$ cat src/rtl/a2d_sched.sv
// Conversion scheduler for the shared A2D converter: arbitrates torque, motor-current
// and battery-voltage requests, runs the start/complete handshake and guards against a stuck converter.
module a2d_sched #(
    parameter int          FAST_SIM  = 0,
    parameter logic [2:0]  CH_TORQUE = 3'd2,
    parameter logic [2:0]  CH_CURR   = 3'd0,
    parameter logic [2:0]  CH_BATT   = 3'd4,
    parameter logic [15:0] TIMEOUT   = 16'd1024
) (
    input  logic        clk,
    input  logic        rst,
    input  logic        cadence_rise,
    input  logic        not_pedaling,
    input  logic        cnv_cmplt,
    input  logic [11:0] res,
    output logic        strt_cnv,
    output logic [2:0]  chnnl,
    output logic [11:0] torque,
    output logic [11:0] curr,
    output logic [11:0] batt,
    output logic        torque_vld,
    output logic        curr_vld,
    output logic        batt_vld,
    output logic        a2d_err
);

    typedef enum logic [1:0] {
        IDLE  = 2'd0,
        START = 2'd1,
        WAIT  = 2'd2
    } state_t;

    localparam logic [1:0] OWN_TORQUE = 2'd0;
    localparam logic [1:0] OWN_CURR   = 2'd1;
    localparam logic [1:0] OWN_BATT   = 2'd2;

    state_t      state_q;
    logic [1:0]  owner_q;
    logic [15:0] tmo_q;
    logic [19:0] timer_q, timer_d;
    logic [2:0]  wrap_cnt_q, wrap_cnt_d;
    logic        torque_pend_q, torque_pend_d;
    logic        curr_pend_q, curr_pend_d;
    logic        batt_pend_q, batt_pend_d;

    logic        wrap_s;
    logic        grant_s;
    logic        grant_torque_s, grant_curr_s, grant_batt_s;
    logic [2:0]  grant_ch_s;
    logic [1:0]  grant_own_s;

    // Period timer wrap detection, request arbitration and pending-flag next state
    always_comb begin
        wrap_s         = 1'b0;
        grant_torque_s = 1'b0;
        grant_curr_s   = 1'b0;
        grant_batt_s   = 1'b0;
        grant_ch_s     = CH_TORQUE;
        grant_own_s    = OWN_TORQUE;

        if (FAST_SIM != 0) begin
            wrap_s = (timer_q[11:0] == 12'hFFF);
        end else begin
            wrap_s = (timer_q == 20'hF_FFFF);
        end

        timer_d = timer_q + 20'd1;
        if (wrap_s) begin
            wrap_cnt_d = wrap_cnt_q + 3'd1;
        end else begin
            wrap_cnt_d = wrap_cnt_q;
        end

        grant_s = (state_q == IDLE) && (torque_pend_q || curr_pend_q || batt_pend_q);
        if (torque_pend_q) begin
            grant_torque_s = grant_s;
            grant_ch_s     = CH_TORQUE;
            grant_own_s    = OWN_TORQUE;
        end else if (curr_pend_q) begin
            grant_curr_s   = grant_s;
            grant_ch_s     = CH_CURR;
            grant_own_s    = OWN_CURR;
        end else begin
            grant_batt_s   = grant_s;
            grant_ch_s     = CH_BATT;
            grant_own_s    = OWN_BATT;
        end

        // A set on the same edge as a grant or stop-clear wins, so no request is lost
        torque_pend_d = (cadence_rise && !not_pedaling)
                      || (torque_pend_q && !grant_torque_s && !not_pedaling);
        curr_pend_d   = wrap_s || (curr_pend_q && !grant_curr_s);
        batt_pend_d   = (wrap_s && (wrap_cnt_q == 3'd7)) || (batt_pend_q && !grant_batt_s);
    end

    // Period timer, wrap counter and pending request flags
    always_ff @(posedge clk or posedge rst) begin
        if (rst) begin
            timer_q       <= 20'd0;
            wrap_cnt_q    <= 3'd0;
            torque_pend_q <= 1'b0;
            curr_pend_q   <= 1'b0;
            batt_pend_q   <= 1'b0;
        end else begin
            timer_q       <= timer_d;
            wrap_cnt_q    <= wrap_cnt_d;
            torque_pend_q <= torque_pend_d;
            curr_pend_q   <= curr_pend_d;
            batt_pend_q   <= batt_pend_d;
        end
    end

    // Conversion handshake FSM with its registered outputs
    always_ff @(posedge clk or posedge rst) begin
        if (rst) begin
            state_q    <= IDLE;
            owner_q    <= OWN_TORQUE;
            tmo_q      <= 16'd0;
            strt_cnv   <= 1'b0;
            chnnl      <= 3'd0;
            torque     <= 12'h000;
            curr       <= 12'h000;
            batt       <= 12'h000;
            torque_vld <= 1'b0;
            curr_vld   <= 1'b0;
            batt_vld   <= 1'b0;
            a2d_err    <= 1'b0;
        end else begin
            strt_cnv   <= 1'b0;
            torque_vld <= 1'b0;
            curr_vld   <= 1'b0;
            batt_vld   <= 1'b0;
            case (state_q)
                IDLE: begin
                    if (grant_s) begin
                        chnnl    <= grant_ch_s;
                        owner_q  <= grant_own_s;
                        strt_cnv <= 1'b1;
                        state_q  <= START;
                    end else begin
                        state_q  <= IDLE;
                    end
                end
                START: begin
                    tmo_q   <= 16'd0;
                    state_q <= WAIT;
                end
                WAIT: begin
                    if (cnv_cmplt) begin
                        case (owner_q)
                            OWN_TORQUE: begin
                                torque     <= res;
                                torque_vld <= 1'b1;
                            end
                            OWN_CURR: begin
                                curr       <= res;
                                curr_vld   <= 1'b1;
                            end
                            OWN_BATT: begin
                                batt       <= res;
                                batt_vld   <= 1'b1;
                            end
                            default: begin
                                torque_vld <= 1'b0;
                            end
                        endcase
                        a2d_err <= 1'b0;
                        state_q <= IDLE;
                    end else if (tmo_q == (TIMEOUT - 16'd1)) begin
                        // Stuck converter: flag it and drop this request
                        a2d_err <= 1'b1;
                        state_q <= IDLE;
                    end else begin
                        tmo_q   <= tmo_q + 16'd1;
                    end
                end
                default: begin
                    state_q <= IDLE;
                end
            endcase
        end
    end

endmodule

$ cat config.mk
export PLATFORM = sky130hd
export DESIGN_NAME = a2d_sched
export DESIGN_NICKNAME = d
export VERILOG_FILES = /design/src/rtl/a2d_sched.sv
export SDC_FILE = /design/constraint.sdc
export NUM_CORES = 1
export LEC_CHECK = 0
export BUFFER_PORTS_ARGS = -buffer_cell sky130_fd_sc_hd__buf_2
export CAP_MARGIN = 10
export CORE_MARGIN = 1
export CORE_UTILIZATION = 40
export CTS_CLUSTER_DIAMETER = 50
export DETAILED_ROUTE_END_ITERATION = 10
export GPL_TIMING_DRIVEN = 0
export PLACE_DENSITY = 0.58
export SLEW_MARGIN = 15
export SYNTH_ARGS = -nofsm -noshare
export SYNTH_HDL_FRONTEND = slang
export SYNTH_SLANG_ARGS = --single-unit
$ cat constraint.sdc
create_clock -name clk -period 3.7 [get_ports clk]
set_clock_uncertainty 0.1 [all_clocks]
set_input_delay 0.74 -clock clk [delete_from_list [all_inputs] [get_ports clk]]
set_output_delay 0.74 -clock clk [all_outputs]
set_load 0.1 [all_outputs]
## After elaboration in Yosys (flattened, before gate mapping)

Index checks and enable logic that the tools add are counted.

- Reductions and logical operators: 26
- Add/subtract/negate cells: 3
- Multiplexer cells: 29
- Eq/ne operators: 10

Operator list:

| cell | number |
|---|---|
| $mux 16 | 2 |
| $pmux 16 s2 | 1 |
| $add 20x1->20 const B | 1 |
| $eq 20x20->1 const B | 1 |
| $mux 1 | 19 |
| $add 16x1->16 const B | 1 |
| $eq 16x10->1 const B | 1 |
| $reduce_and 3->1 | 4 |
| $mux 2 | 4 |
| $logic_and 1x1->1 | 7 |
| $mux 3 | 2 |
| $pmux 2 s3 | 1 |
| $logic_or 1x1->1 | 5 |
| $eq 2x1->1 const B | 2 |
| $eq 2x2->1 const B | 2 |
| $logic_not 1->1 | 4 |
| $logic_not 2->1 | 2 |
| $ne 2x2->1 const B | 2 |
| $reduce_and 2->1 | 2 |
| $reduce_bool 2->1 | 2 |
| $add 3x1->3 const B | 1 |
| $eq 3x3->1 const B | 1 |
| $ne 3x3->1 const B | 1 |

- Register bits: 90
- Input port bits: 17
- Logic and storage cells: 85
- Output and inout bits: 44

## Logic depth before layout (Yosys ltp)

Gate-level depths: netlist of run 1.

- Depth after elaboration: 8
- Gate-level depth with buffers: 6
- Gate-level depth less buffers: 5

## Worst setup path before layout of run 1

Ideal clock, no wire load.

- Path type: reg2reg
- From: register tmo_q[12]
- To: register tmo_q[11]
- Setup slack: 1.621 ns
- Period minus slack after synthesis: 2.079 ns
- Arrival time: 1.898 ns
- Stages on the path, launching flop included: 6
- Path buffers: 1
- Setup time: 0.080 ns
- Data required time: 3.520 ns
- Cell sequence: dfrtp_1 -> or4_4 -> or4_1 -> buf_2 -> a211o_1 -> o211ai_2

- Cells in the longest elaborated chain, start to end: 3

Ends and longest elaborated chain:

| element | RTL line | source |
|---|---|---|
| start, declared | 39 | `logic [15:0] tmo_q;` |
| start signal, assigned | 174 | `tmo_q <= tmo_q + 16'd1;` |
| $eq 16x10->1 | 169 | `end else if (tmo_q == (TIMEOUT - 16'd1)) begin` |
| $ne 2x2->1 (no line) | -- |  |
| $reduce_and 3->1 (no line) | -- |  |

Every way passes these cells.
A chain may end at the register's enable or synchronous reset.

## Worst setup path after layout of run 1

- From: register state_q[0]
- To: register curr[8]

- Cells in the longest elaborated chain, start to end: 2

Ends and longest elaborated chain:

| element | RTL line | source |
|---|---|---|
| start, declared | 37 | `state_t state_q;` |
| start signal, assigned | 116 | `state_q <= IDLE;` |
| start signal, assigned | 139 | `state_q <= START;` |
| start signal, assigned | 141 | `state_q <= IDLE;` |
| $eq 2x2->1 | 133 | `case (state_q)` |
| $reduce_and 3->1 (no line) | -- |  |
| end signal, assigned | 156 | `curr <= res;` |
| end, declared | 19 | `output logic [11:0] curr,` |

Every way passes these cells.

==> results.md, run 1 <==
- Outcome: finished, violations left
- Failing checks: design-rule violations
- Period utilization: between 60% and 70%
- WL final: slightly above 7000 um
- Number of synthesized register bits: 88
- Reg clk slew, reported paths: 0.10 ns
- Largest area contributor in the netlist: dfrtp_1
- Clk Latency, worst-skew pair: 0.36 ns
- Vias in the first global route: 2417
- Syn_nets: 315
- Post-CTS sizing: 0
- Top delay family on crit path: simple AND/OR/NAND/NOR gates
- Simple-gate area share of the yosys netlist: 13.5%
- Finished Layout Cells: 478
- Via count: 2497
- Max Root-Sink Buffers: 2
- Sink Count: 88
- Clk pwr share: between 15 and 20%
- Tmin final: 2.43 ns
- # DRC: 2
- Max-Cap Viols: 0
- Xor and xnor area share after synthesis: 4.47%
- Worst-path maximum fanout: 10
- H-tree depth: 3
- Top-area cell type share of the netlist area: approximately three fifths
- Routed length per instance: 15.0 um
- Logic pwr share: about 44%
- Hold Buf Count CTS: 0
- Unique masters post-synth: 44
- Tot GR Track Use: between 10% and 20%
- Sequential fraction of the synthesis area: 59.1%
- Global-route wire length before repair: 12000 um
- Avg Inst Size Synth: between 10 and 15 sq um
- Final design area excluding fillers: 4390 sq um
- Slew Viols, Final: 0
- Area Overhead vs Synth: 17.8%
- Leak: 2.12 nW
- CTS Root Cell: clkbuf_8
- Synth async-reset ratio: between 90% and 100%
- Req. time, crit path: 3.84 ns
- Setup Buffers After CTS: 0
- Drt first pass iters: 7
- Placed cell area: 4180 sq um
- FF-to-FF setup slack: 1.27 ns
- Ys flop type: dfrtp_1
- Worst setup path class: flip-flop to flip-flop
- Diode count: 0
- Yosys Warn Count: 0
- Die height: 98.5 um
- CTS tree: done
- Pin count of the biggest net entering global routing: 53
- Part of the power in registers: 35.7%
- Die X: 98.5 um
- Worst Path Buf+Inv: 1
- CP Cell Sequence: nand3b_1, nor3b_1, buf_2, mux2_2
- Die area: 9700 sq um
- Pwr Total: 3.44 mW
- Min-delay worst type: primary input to async pin
- Clock buffer count from CTS: 9
- Layout Nets: 386
- Mapped Cells: 294
- Crit start category: flip-flop
- Detailed Route Iter0 Violations: 76
- Input/output buffers: around 60
- Num ports: 61
- GPL Wtd Cong: 0.705
- Worst Setup End Kind: flip-flop
- Overflow after GRT: 0
- Post-DP HPWL: 4920 um
- RSZ-0062 raised after global routing: no
- Worst Path Arrival: between 2 and 3 ns
- Worst-Margin Slew: 0.873 ns
- Final setup violation count: 0
- Post-synthesis compound-gate area fraction: 5.14%
- Largest family of logic cells by synthesized area: multiplexers
- EDFF count, synth: 0
- Mapped Area: 3720 sq um
- Initial antenna violation count: 0
- Layout cells sized above 1: 34.9%
- Worst path max stage delay: between 0.7 and 0.8 ns
- CP max-delay cell: nor3b_1
- Power Internal: 1.71 mW
- Slew margin rel.: between 40% and 50%
- Highest clock rate: 411 MHz
- Adder-cell share of the synthesized area: 1.34%
- FP Rows: 34
- Multiplexer share of the synthesized area: 13.9%
- VDD IR max: 0.000305 V
- Initial cell density of the core: between 40% and 50%
- Post-placement cell count: 462
- Switch Pwr: 1.74 mW
- Post-DR vias/cell: 5.22
- Min Hold Slack: roughly 0.30 ns
- Post-route ant nets: 0
- Pwr Density: between 700 and 800 nW/um^2
- Sw Ratio: between 50% and 60%
- Core area: about 9000 sq um
- Area contributors post-synth: dfrtp_1 (59%), mux2_2 (12%), xnor2_1 (3.1%)
- Final Hold Fails: 0
==> metal layers <==
layer	track usage [%]	part of all wire [%]	vias to the layer above
met4	7.23	1.6	0
li1	-	-	1193
met5	0	0	-
met2	24.9	48	41
met3	3.33	3.4	9
met1	21.5	47	1254
==> power by group through the flow <==
| stage | Combinational [mW] | Clock, mW | Sequential, mW |
|---|---|---|---|
| finish | 1.53 | 0.686 | 1.23 |
| global route | 1.58 | 0.744 | 1.26 |
| CTS | 1.54 | 0.711 | 1.23 |
| detailed placement | 1.54 | 0 | 1.25 |
| global placement | 1.52 | 0 | 1.25 |
| floorplan | 0.276 | 0 | 2.26 |
==> cell families after synthesis <==
group | Yosys count
simple gates | 89
flops | 88
mux | 47
compound gates | 26
buf+inv | 20
xor+xnor | 19
fa+ha+maj | 4
other cells | 1
==> flip-flops by register name (all words and copies together) (netlist names), 2 cells and up <==
name        count
batt           12
chnnl           2
torque         12
timer_q        20
curr           12
wrap_cnt_q      3
tmo_q          16
state_q         2
==> layout by cell type (no fill, tap or decap), types with 2 or more instances in the layout <==
cell | synthesis | final
nand3_1 | 11 | 11
nand2_1 | 25 | 25
o311ai_0 | 4 | 4
clkinvlp_4 | 0 | 2
clkbuf_8 | 0 | 9
ha_1 | 4 | 4
buf_4 | 2 | 2
dfrtp_1 | 88 | 88
nor2b_1 | 2 | 2
nor3_1 | 6 | 6
o211ai_1 | 2 | 2
nor4_2 | 2 | 2
mux2i_1 | 8 | 8
nor2_1 | 11 | 11
xor2_1 | 6 | 6
nor4_1 | 4 | 4
a31oi_1 | 2 | 2
mux2_2 | 39 | 39
buf_2 | 3 | 62
nand4_1 | 9 | 9
inv_1 | 11 | 10
o31ai_1 | 3 | 3
and3_1 | 2 | 2
o21ai_0 | 4 | 4
xnor2_1 | 13 | 13
and4_1 | 4 | 4
o41ai_1 | 3 | 3
a21oi_1 | 4 | 4
or2_2 | 2 | 2
clkbuf_1 | 3 | 3
nand2b_1 | 2 | 2
==> stage by stage <==
stage	util (%)	TNS, ns	worst slack (ns)
2_1_floorplan	-	0	0.581
3_3_place_gp	46.9	-46.59	-0.536
3_5_place_dp	47.3	0	0.904
4_1_cts	49.6	0	1.20
5_1_grt	49.6	0	1.11
6_report	49.6	0	1.27
==> area by class of cell <==
type,instances,area [sq um]
Multi-Input combinational cell,186,1440
Tap cell,108,135
Clock buffer,9,124
Clock inverter,7,78.8
Sequential cell,88,2200
Timing Repair Buffer,60,323
Inverter,11,43.8
Buffer,9,45.0
Fill cell,818,4460
==> worst reg2reg max path: cells and delay by family, from the launching register on <==
| family | cells | cell delay (ns) |
|---|---|---|
| flip-flops | 1 | 0.46 |
| AND/OR/NAND/NOR | 2 | 0.99 |
| buffers and inverters | 1 | 0.40 |
| multiplexers | 1 | 0.37 |
==> cell usage after synthesis (4+ instances only) <==
cell / instances
o311ai_0: 4
nand2_1: 25
nand3_1: 11
nand4_1: 9
dfrtp_1: 88
mux2_2: 39
nor3_1: 6
ha_1: 4
xnor2_1: 13
xor2_1: 6
inv_1: 11
mux2i_1: 8
a21oi_1: 4
o21ai_0: 4
and4_1: 4
nor2_1: 11
nor4_1: 4
==> path summary, 6_finish.rpt <==
check | start | cells after the start | endpoint
hold reg to reg | timer_q[14] | 1 | timer_q[14]
min in group clk | timer_q[14] | 1 | timer_q[14]
hold / removal | rst | 2 | batt[2]
setup / recovery | state_q[0] | 4 | curr[8]
setup reg to reg | state_q[0] | 4 | curr[8]
max in group asynchronous | rst | 3 | tmo_q[1]
No activity file was read; power rests on OpenSTA's default activity.
==> inputs of run 2 (changes only) <==
--- a/config.mk
+++ b/config.mk
@@ -5,6 +5,7 @@
 export SDC_FILE = /design/constraint.sdc
 export NUM_CORES = 1
 export LEC_CHECK = 0
+export ABC_AREA = 1
 export BUFFER_PORTS_ARGS = -buffer_cell sky130_fd_sc_hd__buf_2
 export CAP_MARGIN = 10
 export CORE_MARGIN = 1
@@ -12,7 +13,7 @@
 export CTS_CLUSTER_DIAMETER = 50
 export DETAILED_ROUTE_END_ITERATION = 10
 export GPL_TIMING_DRIVEN = 0
-export PLACE_DENSITY = 0.58
+export PLACE_DENSITY = 0.6
 export SLEW_MARGIN = 15
 export SYNTH_ARGS = -nofsm -noshare
 export SYNTH_HDL_FRONTEND = slang
==> constraint.sdc (replaced) <==
create_clock -name clk -period 1.95 [get_ports clk]
set_clock_uncertainty 0.1 [all_clocks]
set_input_delay 0.39 -clock clk [delete_from_list [all_inputs] [get_ports clk]]
set_output_delay 0.39 -clock clk [all_outputs]
set_load 0.1 [all_outputs]
==> results.md, run 2 <==
- Sink Count: 88
- Initial cell density of the core: around 40%
- Tot GR Track Use: 18.3%
- Commonest cells after routing, fill and taps aside: nand2_1 (110), dfrtp_1 (88), nor2_1 (65), buf_2 (62), nand3_1 (42)
- Diode count: 0
- Tmin final: 1.84 ns
- Worst Path Arrival: 1.35 ns
- FP Rows: 36
- Mapped Area: 4000 sq um
- Via count: around 3200
- Die height: 102 um
- Power Internal: 3.15 mW
- Vias in the first global route: 3097
- Mapped Cells: 454
- Layout cells sized above 1: 21.6%
- Number of synthesized register bits: 88
- Global-route wire length before repair: approximately 14000 um
- Die X: roughly 100 um
- Worst-path maximum fanout: 3
- Clk Latency, worst-skew pair: 0.36 ns
- Synth async-reset ratio: 100%
- EDFF count, synth: 0
- Area Overhead vs Synth: 18.9%
- WL final: 8720 um
- CP max-delay cell: dfrtp_1
- Setup TNS: 0 ns
- Min Hold Slack: 0.0623 ns
- CTS tree: done
- Pwr Density: around 1400 nW/um^2
- RSZ-0062 raised after global routing: no
- Worst setup path class: flip-flop to primary output
- Final Hold Fails: 0
- Num ports: 61
- Max FFs per register: 20
- Layout Nets: 549
- Slew Viols, Final: 0
- Largest area contributor in the netlist: dfrtp_1
- Die area: between 10000 and 15000 sq um
- Part of the power in registers: 35.3%
- Pin count of the biggest net entering global routing: 28
- Clk pwr share: 19.9%
- Req. time, crit path: between 1 and 1.5 ns
- Avg Inst Size Synth: approximately 8.8 sq um
- Initial antenna violation count: 0
- Max-Cap Viols: 0
- Top-area cell type share of the netlist area: a little under three fifths
- Leak: 2.39 nW
- Setup Buffers After CTS: 0
- H-tree depth: 3
- Post-DR vias/cell: 4.80
- Crit start category: flip-flop
- VDD IR max: 0.00113 V
- Routed length per instance: 13.1 um
- Area contributors post-synth: dfrtp_1 (55%), nand2_1 (10%), nor2_1 (6.1%)
- GPL Wtd Cong: between 0.8 and 0.9
- Post-DP HPWL: roughly 6400 um
- Worst Path Buf+Inv: 2
- Worst path max stage delay: 0.44 ns
- Finished Layout Cells: roughly 670
- Most flop-heavy register: timer_q
- Top delay family on crit path: buffers and inverters
- Outcome: finished, final reports clean
- Max Root-Sink Buffers: 2
- Detailed Route Iter0 Violations: 166
- Drt first pass iters: 4
- Sw Ratio: 51.7%
- Min-delay worst type: primary input to flip-flop
- Unique masters post-synth: 32
- Largest regs: timer_q: 20 flops, tmo_q: 16 flops
- Sequential fraction of the synthesis area: 55.0%
- Period utilization: 94.3%
- Post-synth top cells: nand2_1 (110), dfrtp_1 (88), nor2_1 (65), nand3_1 (42), inv_1 (37)
- Clock buffer count from CTS: 9
- Most frequent cell after synthesis: nand2_1
- Post-route ant nets: 0
- Commonest non-fill, non-tap cell in the layout: nand2_1
- Overflow after GRT: 0
- # DRC: 0
- Switch Pwr: 3.36 mW
- Worst Setup End Kind: primary output
- Syn_nets: 475
- Highest clock rate: 544 MHz
- Logic pwr share: 44.8%
- Ys flop type: dfrtp_1
- Core area: 9730 sq um
- CP Cell Sequence: buf_4, buf_2
- Yosys Warn Count: 0
- Input/output buffers: a little under 60
- Final setup violation count: 0
- Post-placement cell count: 649
- CTS Root Cell: clkbuf_8
- Reg clk slew, reported paths: 0.09 ns
[run 2: kinds of logic (layout without fill, tap and decap cells)]
| kind of cell | count (synthesis) | count (layout) | synth area share [%] |
|---|---|---|---|
| compound gates | 45 | 45 | 7.10 |
| fa+ha+maj | 4 | 4 | 1.25 |
| flops | 88 | 88 | 55.0 |
| buf+inv | 52 | 131 | 5.72 |
| other cells | 1 | 1 | 0.0937 |
| simple gates | 246 | 246 | 26.9 |
| xor+xnor | 18 | 18 | 3.94 |
[run 2: cell type report]
type	instances	area [sq um]
timing repair buffer	63	373
tap	133	166
fill	960	4970
inverter	41	158
sequential	88	2200
clock buffer	9	124
multi-input combinational	314	1580
buffer	11	75.1
clock inverter	7	78.8
[run 2: worst paths after layout]
path,startpoint,end,slack (ns),depth (start not counted)
worst max-delay path,chnnl[2],chnnl[2],0.11,2
worst min-delay path,not_pedaling,torque_pend_q,0.06,2
worst max register to register,tmo_q[0],tmo_q[2],0.17,9
worst min register to register,torque[0],torque[0],0.39,2
max in group asynchronous,rst,batt_vld,0.67,5
min in group asynchronous,rst,batt[6],0.44,3
[run 2: timing repair]
action / in CTS / in global routing
gates resized for setup: 0 / 2
hold buffers: 1 / 0
endpoints found under the setup margin: 0 / 12
endpoints found under the hold margin: 12 / 0
[run 2: metrics by stage]
step	setup WS, ns	util, %	cell area (sq um)	power [mW]
6_report	0.110	48.9	4760	6.51
5_1_grt	0.000557	48.9	4760	6.78
4_1_cts	0.0706	48.8	4750	6.57
3_5_place_dp	0.120	46.6	4540	5.26
3_3_place_gp	-0.182	45.9	4470	5.21
2_1_floorplan	0.401	-	4010	4.77
[run 2: power groups by stage]
| stage | Combinational [mW] | Clock (mW) | Sequential, mW |
|---|---|---|---|
| 4_1_cts | 2.93 | 1.34 | 2.29 |
| 2_1_floorplan | 0.526 | 0 | 4.24 |
| 3_3_place_gp | 2.89 | 0 | 2.32 |
| 6_report | 2.92 | 1.30 | 2.29 |
| 3_5_place_dp | 2.93 | 0 | 2.33 |
| 5_1_grt | 3.04 | 1.41 | 2.33 |
[run 2: per-layer routing]
layer / part of all wire, % / vias up / global-route usage [%] / routed length (um)
li1: - / 1593 / - / -
met1: 47 / 1543 / 24.0 / 4060
met2: 49 / 51 / 29.6 / 4280
met3: 3.1 / 9 / 4.58 / 267
met4: 1.2 / 0 / 6.48 / 107
met5: 0 / - / 0 / 0
